--- src/rtl/rsa_operand_loader.sv ---
// Operand entry and launch control for the RSA core: byte-wise M/E/N entry,
// a single go/done encryption run with modulus and timeout guards, and result capture.
module rsa_operand_loader #(
  parameter int unsigned BITS    = 32,
  parameter int unsigned TIMEOUT = 65535
) (
  input  logic            clk,
  input  logic            reset_n,
  input  logic [7:0]      sw_data,
  input  logic [1:0]      sel,
  input  logic            load,
  input  logic            clear,
  input  logic            start,
  output logic [BITS-1:0] m,
  output logic [BITS-1:0] e,
  output logic [BITS-1:0] n,
  output logic            go,
  input  logic [BITS-1:0] r,
  input  logic            d,
  output logic [BITS-1:0] result,
  output logic [15:0]     display,
  output logic            result_valid,
  output logic            busy,
  output logic            error
);

  localparam int unsigned CW = $clog2(TIMEOUT + 1);
  localparam int unsigned DW = (BITS < 16) ? BITS : 16;
  localparam logic [BITS-1:0] N_MIN   = BITS'(2);
  localparam logic [CW-1:0]   CNT_END = CW'(TIMEOUT);

  typedef enum logic [1:0] {
    S_IDLE,
    S_RUN,
    S_CAPTURE
  } state_t;

  state_t          state_q, state_d;
  logic [BITS-1:0] m_q, m_d;
  logic [BITS-1:0] e_q, e_d;
  logic [BITS-1:0] n_q, n_d;
  logic [BITS-1:0] result_q, result_d;
  logic            result_valid_q, result_valid_d;
  logic            error_q, error_d;
  logic [CW-1:0]   cnt_q, cnt_d;
  logic [CW-1:0]   cnt_inc;

  assign cnt_inc = cnt_q + CW'(1);

  always_ff @(posedge clk or negedge reset_n) begin
    if (!reset_n) begin
      state_q        <= S_IDLE;
      m_q            <= '0;
      e_q            <= '0;
      n_q            <= '0;
      result_q       <= '0;
      result_valid_q <= 1'b0;
      error_q        <= 1'b0;
      cnt_q          <= '0;
    end else begin
      state_q        <= state_d;
      m_q            <= m_d;
      e_q            <= e_d;
      n_q            <= n_d;
      result_q       <= result_d;
      result_valid_q <= result_valid_d;
      error_q        <= error_d;
      cnt_q          <= cnt_d;
    end
  end

  always_comb begin
    state_d        = state_q;
    m_d            = m_q;
    e_d            = e_q;
    n_d            = n_q;
    result_d       = result_q;
    result_valid_d = result_valid_q;
    error_d        = error_q;
    cnt_d          = cnt_q;

    unique case (state_q)
      S_IDLE: begin
        if (clear) begin
          m_d            = '0;
          e_d            = '0;
          n_d            = '0;
          result_valid_d = 1'b0;
          error_d        = 1'b0;
        end else if (load) begin
          // Shift instead of slicing so BITS=8 elaborates cleanly.
          unique case (sel)
            2'b00:   m_d = (m_q << 8) | BITS'(sw_data);
            2'b01:   e_d = (e_q << 8) | BITS'(sw_data);
            2'b10:   n_d = (n_q << 8) | BITS'(sw_data);
            default: ;
          endcase
        end
        // Modulus check looks at the register as it stood before any same-cycle load.
        if (start) begin
          if (n_q < N_MIN) begin
            error_d = 1'b1;
          end else begin
            result_valid_d = 1'b0;
            cnt_d          = '0;
            state_d        = S_RUN;
          end
        end
      end

      S_RUN: begin
        cnt_d = cnt_inc;
        if (d) begin
          result_d = r;
          state_d  = S_CAPTURE;
        end else if (cnt_inc == CNT_END) begin
          error_d = 1'b1;
          state_d = S_IDLE;
        end
      end

      S_CAPTURE: begin
        result_valid_d = 1'b1;
        state_d        = S_IDLE;
      end

      default: state_d = S_IDLE;
    endcase
  end

  assign m            = m_q;
  assign e            = e_q;
  assign n            = n_q;
  assign go           = (state_q == S_RUN);
  assign busy         = (state_q != S_IDLE);
  assign result       = result_q;
  assign result_valid = result_valid_q;
  assign error        = error_q;
  assign display      = 16'(result_q[DW-1:0]);

endmodule

--- config.mk ---
export PLATFORM = sky130hd
export DESIGN_NAME = rsa_operand_loader
export DESIGN_NICKNAME = d
export VERILOG_FILES = /design/src/rtl/rsa_operand_loader.sv
export SDC_FILE = /design/constraint.sdc
export NUM_CORES = 1
export LEC_CHECK = 0
export CAP_MARGIN = 40
export CORE_AREA = 2 2 113 126
export CTS_BUF_LIST = sky130_fd_sc_hd__clkbuf_2
export CTS_CLUSTER_DIAMETER = 50
export DETAILED_ROUTE_END_ITERATION = 8
export DIE_AREA = 0 0 115 128
export PLACE_DENSITY = 0.79
export SLEW_MARGIN = 20
export SYNTH_ARGS = -nofsm -noshare
export SYNTH_HDL_FRONTEND = slang
export SYNTH_SLANG_ARGS = --single-unit
--- constraint.sdc ---
create_clock -name clk -period 3.3 [get_ports clk]
set_input_delay 0.825 -clock clk [delete_from_list [all_inputs] [get_ports clk]]
set_output_delay 0.825 -clock clk [all_outputs]
set_load 0.01 [all_outputs]
; After elaboration in Yosys (flattened, before gate mapping)
; Cells that the tools add are included.
[classes]
addsub = 1
magnitude_cmp = 1
n_eq_ne = 10
muxes = 27
n_bitwise = 3
reduce_logical = 16
[ops]
columns = op, count
row1 = 32-bit 2-to-1 mux, 9
row2 = 32-bit by 8-bit OR with 32-bit output, 3
row3 = "32-bit by 2-bit less-than comparator with 1-bit output, second input constant", 1
row4 = 16-bit 2-to-1 mux, 2
row5 = 16-bit one-hot mux with 2 select lines, 1
row6 = 3-bit AND reduction, 6
row7 = "16-bit by 1-bit adder with 16-bit output, second input constant", 1
row8 = "16-bit equality test, second input constant", 1
row9 = 2-bit nonzero test, 7
row10 = 1-bit 2-to-1 mux, 8
row11 = 2-bit 2-to-1 mux, 4
row12 = "2-bit != test, second input constant", 3
row13 = "2-bit by 1-bit equality test with 1-bit output, second input constant", 2
row14 = "2-bit equality test, second input constant", 2
row15 = 2-bit zero test, 2
row16 = 1-bit one-hot mux with 2 select lines, 2
row17 = 2-bit one-hot mux with 2 select lines, 1
row18 = "3-bit by 1-bit != test with 1-bit output, second input constant", 1
row19 = "2-bit by 1-bit != test with 1-bit output, second input constant", 1
row20 = 2-bit AND reduction, 1
[word_totals]
ff_bits = 148
input_bits = 48
output_inout_bits = 148
word_cells = 66

; Longest topological paths before layout
; Gate-level depths: netlist (run 1).
[logic_depth]
word_depth = 5
ltp_mapped = 8
depth_no_buf = 7

; Worst setup path before layout (run 1)
; No wires, ideal clock.
[synth_path]
kind = register to register
startpoint = reg cnt_q[0]
endpoint = reg state_q[0]
setup_ps = 128
t_arrival_ps = 2262
required_time_ps = 3172
setup_slack_ps = 910
stages_incl_launch_ff = 9
path_buffers = 1
synth_period_minus_slack_ps = 2390
cell_sequence = dfrtp_1 -> ha_1 -> clkbuf_1 -> a21o_1 -> a41oi_1 -> a211oi_1 -> or4_1 -> or4b_1 -> o2bb2ai_1
[synth_between]
elab_chain_len = 4
[synth_rtl]
columns = item, line_no
row1 = start: declaration, 45  ; logic [CW-1:0] cnt_q, cnt_d;
row2 = start signal: assignment, 68  ; cnt_q <= cnt_d;
row3 = 16-bit by 1-bit adder with 16-bit output, 48  ; assign cnt_inc = cnt_q + CW'(1);
row4 = 16-bit equality test, 116  ; end else if (cnt_inc == CNT_END) begin
row5 = 3-bit by 1-bit != test with 1-bit output (no source line), -
row6 = 3-bit AND reduction (no source line), -
row7 = end signal: assignment, 61  ; state_q <= state_d;
row8 = end: declaration, 38  ; state_t state_q, state_d;
; No other way between the ends.
; A chain may end at the register's enable or synchronous reset.

; Worst setup path in the final report (run 1)
[layout_path]
startpoint = reg state_q[1]
endpoint = out go
[layout_between]
elab_chain_len = 1
[layout_rtl]
columns = item, line_no
row1 = 2-bit by 1-bit equality test with 1-bit output, 134  ; assign go = (state_q == S_RUN);
row2 = end: declaration, 17  ; output logic go,
; No other way between the ends.

==> results of run 1 <==
-- report_power, final --
| group | internal, mW | switching, mW |
|---|---|---|
| registers | 2.21 | 0.372 |
| clock network | 0.183 | 0.583 |
| logic | 1.27 | 1.22 |
-- worst max-delay path: stages (launching register included) --
cell	delay (ns)
dfrtp_1	0.52
nand2b_1	0.22
clkinvlp_4	0.26
clkdlybuf4s50_1	0.56
-- area by class of cell --
type                            count  area [um^2]
Inverter                            8         33.8
Tap cell                          164          205
Fill cell                        1143         4880
Sequential cell                   148         3700
Clock buffer                       21          105
Multi-Input combinational cell    442         2460
Clock inverter                      9         41.3
Timing Repair Buffer              209         2080
-- cell usage after synthesis (3+ instances only) --
| library cell | number |
|---|---|
| a21o_1 | 3 |
| a21oi_1 | 5 |
| a31oi_1 | 7 |
| buf_1 | 7 |
| buf_2 | 4 |
| buf_4 | 17 |
| clkbuf_1 | 39 |
| dfrtp_1 | 148 |
| inv_1 | 7 |
| mux2_2 | 32 |
| nand2_1 | 189 |
| nand3_1 | 5 |
| nand4_1 | 84 |
| nor2_1 | 13 |
| nor4_1 | 9 |
| o21ai_0 | 55 |
| o31ai_1 | 4 |
| xnor2_1 | 3 |
-- flip-flops by register name (all words and copies together), names as in the netlist --
| signal | cells |
|---|---|
| e | 32 |
| error | 1 |
| n | 32 |
| m | 32 |
| result_valid | 1 |
| state_q | 2 |
| cnt_q | 16 |
| result | 32 |
-- path summary, 6_finish.rpt --
| kind | from | endpoint |
|---|---|---|
| hold reg to reg | e[29] | e[29] |
| max in group asynchronous | reset_n | e[3] |
| hold / removal | reset_n | n[13] |
| setup / recovery | state_q[1] | go |
| setup reg to reg | cnt_q[0] | state_q[0] |
| min in group clk | e[29] | e[29] |
-- routing by layer --
metal | global-route usage | routed length (um) | vias up
met2 | 0.393 | 8850 | 242
met3 | 0.0468 | 993 | 24
li1 | - | - | 2634
met4 | 0.0773 | 283 | 0
met5 | 0 | 0 | -
met1 | 0.301 | 6960 | 2765
-- per-stage QoR --
step / util / power (mW) / hold slack, ns / instances / instance area, um^2
6_report: 0.639 / 5.83 / 0.0699 / 1001 / 8630
5_1_grt: 0.639 / 6.18 / 0.0443 / 1001 / 8630
4_1_cts: 0.638 / 5.87 / 0.0430 / 1001 / 8630
3_5_place_dp: 0.628 / 5.11 / 0.456 / 971 / 8480
3_3_place_gp: 0.628 / 5.02 / 0.449 / 971 / 8480
2_1_floorplan: - / 3.80 / 0.470 / 666 / 6500
-- logic make-up after synthesis --
kind of cell	Yosys count	share of synthesized area
compound gates	84	0.0741
simple gates	319	0.234
mux	32	0.0554
fa+ha+maj	2	0.00385
xor+xnor	5	0.00674
buf+inv	76	0.0556
flops	148	0.570
==> summary.txt, run 1 <==
Synthesis
  • FF+latch count, synth: 148
  • Distinct cell type count after synthesis: 46
  • Synth area leaders: dfrtp_1, nand2_1, nand4_1
  • Synthesized area: 6500 um^2
  • Number of flops mapped to enable cells by yosys: 0
  • Seq/Total Area, Yosys: 0.570
  • Syn nets: 716
  • Synth warn: 0
  • Leading area contributor after synthesis: dfrtp_1
  • Synth Flop Type: dfrtp_1
  • Post-Syn Area per Cell: 9.76 um^2
  • Ys async rst share: 1.00
  • Post-synth top area share: 0.570
  • Post-synthesis instance total: 666

Timing
  • Fin crit share: 0.934
  • Setup TNS: 0 ns
  • Hold Fails Final Rpt: 0
  • Worst-Margin Slew: 0.750 ns
  • Min Tclk post-route: 3.08 ns
  • Setup slack after layout: 0.218 ns
  • Final setup viols: 0
  • RSZ-0062 raised after global routing: no
  • Fmax: 325 MHz
  • Max-slew violations: 0
  • Slew headroom: 0.500
  • Clock skew: 0.0250 ns

Clock tree
  • Reg clk slew, reported paths: 0.19 ns
  • CTS tree: yes
  • Post-CTS sizing: 0
  • TritonCTS buffer count: 17
  • H-tree depth: 4
  • Root Driver: clkbuf_2
  • Clock latency at the later pin of the worst-skew pair: 0.71 ns
  • Clock sink count: 148
  • Post-CTS Hold Buffers: 0
  • Max clock buf depth: 2
  • Post CTS Setup Buffer Count: 0

Global routing
  • Vias in the first global route: 5256
  • GR Util All Layers: 0.233
  • Global-route wire length before repair: 26.9 mm
  • Initial antenna violation count: 0
  • Global route total overflow: 0
  • Largest net degree at the start of global routing: 74

Detailed routing
  • ANT nets after route: 0
  • Via density per instance: 5.66
  • DRT Pass-1 Iters: 5
  • Routed len/inst: 17.1 um
  • Drt drc: 0
  • Drt total wl: 17.1 mm
  • Via count: 5665
  • Initial DRC Count: 423

Worst setup path
  • Setup crit end kind: output pin
  • Crit path required time: 2.47 ns
  • Setup CP Type: flip-flop to output pin
  • Worst EP arrival: 2.26 ns
  • CP Max Fanout: 12
  • Cell count of the worst reg-to-reg path: 7
  • Reg-to-reg setup timing slack: 0.58 ns
  • Crit start category: flip-flop

Floorplanning
  • FP Rows: 45
  • Initial Utilization: 0.481
  • Core Area: 13500 um^2
  • Ports: 196
  • Die Ht: 128 um
  • Die area: 14700 um^2
  • Die X-Extent: 115 um

Power and ir drop
  • Peak VDD IR: 0.364 mV
  • Pleak: 3.96 nW
  • Power per cell area: 676 nW/um^2

Place
  • Dpl ws: 0.613 ns
  • HPWL after DPL: 12.1 mm
  • Port bufs: 195
  • GPL Wtd Cong: 0.878

Run status
  • Status: complete, no violations

Flow run
  • Max Cap Violations: 0

Hold path
  • Hold/Removal Path Class: input pin to async pin

Finish
  • Commonest non-fill, non-tap cells in the layout: clkdlybuf4s50_1, nand2_1, dfrtp_1, nand4_1, o21ai_0
  • Layout net count: 876
  • Commonest non-fill, non-tap cell in the layout: clkdlybuf4s50_1
  • Layout cells sized above 1: 0.0980
  • Layout area overhead: 32.8%
  • N_diodes: 0
Power figures use the tool's default switching activity.
==> inputs of run 2 (changes only) <==
Settings changed: CORE_AREA 2 2 113 126 to 2 2 119 133, DIE_AREA 0 0 115 128 to 0 0 121 135, PLACE_DENSITY 0.79 to 0.75.
Clock period 3.3 ns to 2.5 ns, I/O delays scaled along.
==> run 2 against run 1 <==
Cell count up 4.7%. Clock power up 76%. Sequential power up 32%. Critical path type unchanged.
==> summary.txt, run 2 (same netlist as run 1, synthesis figures left out) <==
Floorplanning
  • Initial Utilization: 0.437
  • Die X-Extent: 121 um
  • FP Rows: 47
  • Die Ht: 135 um
  • Die area: 16300 um^2
  • Core Area: 14900 um^2
  • Ports: 196

Power and ir drop
  • Sw frac: 0.361
  • Power share of the sequential group: 0.417
  • Power per cell area: 913 nW/um^2
  • Tot Pwr: 8.16 mW
  • Net Switching: 2.95 mW
  • Power share of the clock group: 0.165
  • Pleak: 4.14 nW
  • Peak VDD IR: 0.422 mV
  • Pint: 5.22 mW
  • Combinational Power Share: 0.418

Global routing
  • Global-route wire length before repair: 27.9 mm
  • GR Util All Layers: 0.216
  • Largest net degree at the start of global routing: 77
  • Vias in the first global route: 5319
  • Initial antenna violation count: 1
  • Global route total overflow: 0

Detailed routing
  • ANT nets after route: 0
  • Drt total wl: 17.5 mm
  • Initial DRC Count: 544
  • Via density per instance: 5.44
  • Routed len/inst: 16.7 um
  • Via count: 5699
  • DRT Pass-1 Iters: 5
  • Drt drc: 0

Finish
  • Multi-input logic area: 2460 um^2
  • Layout cells sized above 1: 0.123
  • Commonest non-fill, non-tap cells in the layout: nand2_1, clkdlybuf4s50_1, dfrtp_1, nand4_1, o21ai_0
  • Fill cell count: 1263
  • Register Area: 3710 um^2
  • Layout area overhead: 37.5%
  • Layout net count: 890
  • Cell area after layout: 8940 um^2
  • Post-layout util: 0.601

Clock tree
  • Max clock buf depth: 2
  • Reg clk slew, reported paths: 0.21 ns
  • Clock sink count: 148
  • Clock latency at the later pin of the worst-skew pair: 0.73 ns
  • CTS tree: yes
  • TritonCTS buffer count: 17
  • H-tree depth: 4
  • Root Driver: clkbuf_2

Timing
  • Setup slack after layout: 0.114 ns
  • Max-slew violations: 0
  • Worst-Margin Slew: 0.806 ns
  • Fin crit share: 0.954
  • Final setup viols: 0
  • Min Tclk post-route: 2.39 ns
  • Hold Fails Final Rpt: 0
  • RSZ-0062 raised after global routing: yes
  • Setup TNS: 0 ns
  • Slew headroom: 0.463
  • Fmax: 419 MHz
  • Clock skew: 0.0446 ns

Flow run
  • Max Cap Violations: 0

Worst setup path
  • Setup CP Type: flip-flop to output pin
  • WP buf/inv: 1
  • CP max-delay cell: clkdlybuf4s50_1
  • Setup crit end kind: output pin
  • Crit path required time: 1.88 ns
  • CP peak stage delay: 0.58 ns
  • CP Cell Sequence: clkdlybuf4s50_1
  • Top Family by Delay on Critical Path: buffers and inverters
  • CP Max Fanout: 4
  • Crit start category: flip-flop
  • Worst EP arrival: 1.76 ns

Place
  • HPWL after DPL: 12.5 mm
  • Cell Area, Placed: 8640 um^2
  • Dpl ws: 0.102 ns
  • Port bufs: 195
  • GPL Wtd Cong: 0.859

Run status
  • Status: complete, no violations

Hold path
  • Hold/Removal Path Class: input pin to async pin
## run 2: cell types whose count changed in the layout (fill, tap and decap cells not counted), moves of 3 or more
cell and delta:
dfrtp_2 +8, dfrtp_1 -8, clkbuf_2 -3, clkdlybuf4s50_1 -5
buf_4 +8, dlymetal6s2s_1 +3, buf_12 +5, bufinv_16 +3
## run 2: layer usage
metal | global-route usage | vias to the layer above | part of all wire
met2 | 0.359 | 194 | 0.52
met1 | 0.282 | 2800 | 0.41
li1 | - | 2673 | -
met5 | 0 | - | 0
met3 | 0.0405 | 32 | 0.048
met4 | 0.0840 | 0 | 0.022
## run 2: cell type report
type                       count  area share
inverter                       8     0.00336
tap                          196      0.0274
sequential                   148       0.415
multi-input combinational    442       0.275
timing repair buffer         223       0.253
clock buffer                  18      0.0101
antenna                        1    0.000280
clock inverter                12      0.0157
## run 2: through the flow
stage	instances	hold WS [ns]
2_1_floorplan	666	0.329
3_3_place_gp	1011	0.448
3_5_place_dp	1011	0.459
4_1_cts	1046	0.410
5_1_grt	1048	0.386
6_report	1048	0.409
## run 2: final timing paths
kind	from	endpoint	slack (ns)	depth (start not counted)
hold reg to reg	m[27]	m[27]	0.49	2
min in group clk	m[27]	m[27]	0.49	2
hold / removal	reset_n	e[27]	0.41	2
setup / recovery	error	error	0.11	1
max in group asynchronous	reset_n	result[20]	1.36	3
setup reg to reg	cnt_q[1]	state_q[0]	0.15	7
## run 2: what timing repair did
action,CTS,global route
endpoints found under the setup margin,3,12
resized for setup,4,10
buffers inserted,4,1
hold endpoints to repair,62,0
hold buffers,1,0
## run 2: power groups by stage
stage	Clock [mW]	Sequential, mW	Combinational (mW)
2_1_floorplan	0	3.55	1.46
3_3_place_gp	0	3.42	3.34
3_5_place_dp	0	3.46	3.40
4_1_cts	1.39	3.40	3.44
5_1_grt	1.50	3.48	3.66
6_report	1.35	3.40	3.41
==> patch, RTL diff (config.mk and constraints of run 2) <==
Set the parameter `TIMEOUT` to 16383 (it was 65535).
--- a/src/rtl/rsa_operand_loader.sv
+++ b/src/rtl/rsa_operand_loader.sv
@@ -4,3 +4,3 @@
   parameter int unsigned BITS    = 32,
-  parameter int unsigned TIMEOUT = 65535
+  parameter int unsigned TIMEOUT = 16383
 ) (
Behaviour: same outputs for any inputs over 4 cycles, from zero or initial values and one cycle with reset_n low; that may be too few to reach the edited logic, so the function may still have changed.
==> patch against run 2 <==
  * Count of clock-buffer cells in the layout decreased by 1
  * Routed wire length decreased by 4.1%
  * Area after synthesis shrank 0.46%
  * Worst setup slack got worse by 0.015 ns
  * Power increased by 4.9%
  * Maximum frequency is 0.63% lower
  * Final area is 0.66% lower
  * First-iteration DRC count fell by 7.4%
  * Sequential cell count shrank 2
  * Critical path type unchanged
  * Largest cell class unchanged
==> patch: results (changes against run 2) <==
| Metric | Value |
|---|---|
| Number of detailed-route iterations in the first pass | `4 (-1)` |
| CP max stage delay | `0.60 ns (+0.02 ns)` |
| Postcts setup bufs | `2 (-2)` |
| Nets | `862 (-3.1%)` |
| Outcome | `completed` |
| Top cells by area, synth | `dfrtp_1 56%, nand2_1 11%, nand4_1 7.4%` |
| DRT Wirelength | `16.8 mm (-4.1%)` |
| DP Worst Slack | `0.353 ns (+0.251 ns)` |
| Clock Skew | `0.0220 ns (-0.0226 ns)` |
| Met3 Wirelength | `1.39 mm (+64%)` |
| Share of layout cells above drive strength 1 | `13.7% (+1.4 points)` |
| Vias in the first global route | `5280 (-0.73%)` |
| Comb power frac | `42.8% (+1.0 points)` |
| GRT Overall Usage | `21.1% (-0.56 points)` |
| Commonest cells in the netlist | `190 x nand2_1, 146 x dfrtp_1, 77 x nand4_1, 29 x mux2_4, 26 x o21ai_0` |
| Diode count | `0 (-1)` |
| Grt met3 use | `6.21% (+2.2 points)` |
| DR WL met2 | `8.47 mm (-7.1%)` |
| Headroom to the max-slew limit | `45.9% (-0.38 points)` |
| Synth Instances | `628 (-5.7%)` |
| Vias per cell | `5.34 (-1.8%)` |
| Synth cell types | `52 (+13%)` |
| GP Congestion | `0.868 (+1.1%)` |
| First-pass GRT wire length | `27.0 mm (-3.3%)` |
| VDD IR max | `0.617 mV (+46%)` |
| Iter 0 DRT Violations | `504 (-7.4%)` |
| Met1 Resource Use GR | `26.4% (-1.8 points)` |
| Proportion of synthesized chip area in sequential cells | `56.5% (-0.51 points)` |
| Met1 wire length | `6.74 mm (-6.2%)` |
| Final Instance Count excl. Fillers | `1021 (-2.6%)` |
| P_int | `0.00543 W (+4.1%)` |
| Net Count, Synth | `678 (-5.3%)` |
| Detailed placement HPWL | `11.9 mm (-4.9%)` |
| Worst EP arrival | `1.78 ns (+0.02 ns)` |
| Fillers | `1242 (-1.7%)` |
| Leakage power | `4.36 nW (+5.3%)` |
-- patch: cell count changes after synthesis, moves of 4 or more --
cell,run 2,this run
clkbuf_1,39,19
nand4_1,84,77
mux2_4,0,29
mux2_2,32,3
buf_1,7,2
o21ai_1,0,5
o31ai_1,4,0
nor2_1,13,6
o21ai_0,55,26
buf_2,4,16
-- patch: metrics by stage --
stage                     setup TNS (ns)  utilization, %  power, W  hold slack, ns  area, µm²
after floorplan                        0               -   0.00546           0.329       6470
after global placement                 0            57.0   0.00704           0.448       8480
after detailed placement               0            57.0   0.00712           0.460       8480
after CTS                              0            58.9   0.00857           0.297       8760
after global routing            -0.00948            59.7   0.00910           0.294       8880
final                                  0            59.7   0.00857           0.343       8880
-- patch: cells by family (layout without fill, tap and decap cells) --
kind of cell | after synthesis | after routing | synth area share, %
DFF | 146 | 146 | 56.5
muxes | 33 | 33 | 7.41
adders and majority gates | 2 | 2 | 0.387
and+or+nand+nor | 308 | 308 | 22.9
AOI/OAI and AO/OA | 67 | 67 | 6.42
xor gates and xnor gates | 3 | 3 | 0.406
buffers and inverters | 69 | 266 | 6.01
-- patch: path summary, 6_finish.rpt --
path,from,to,slack (ns),cells past startpoint
max,n[15],n[15],0.1,1
min,reset_n,m[29],0.34,2
max reg2reg,state_q[0],m[6],0.41,7
min reg2reg,e[27],e[27],0.50,2
max in group asynchronous,reset_n,n[9],1.50,3
min in group clk,r[0],result[0],0.50,2
-- patch: layout make-up --
cell class,instances,area [µm²],area share [%]
flip-flops and latches,146,3660,41.2
multi-input cells,413,2440,27.5
repair buffers,226,2240,25.2
well taps,196,245,2.76
clock inverters,15,166,1.87
clock buffers,17,85.1,0.958
inverters,8,42.5,0.479
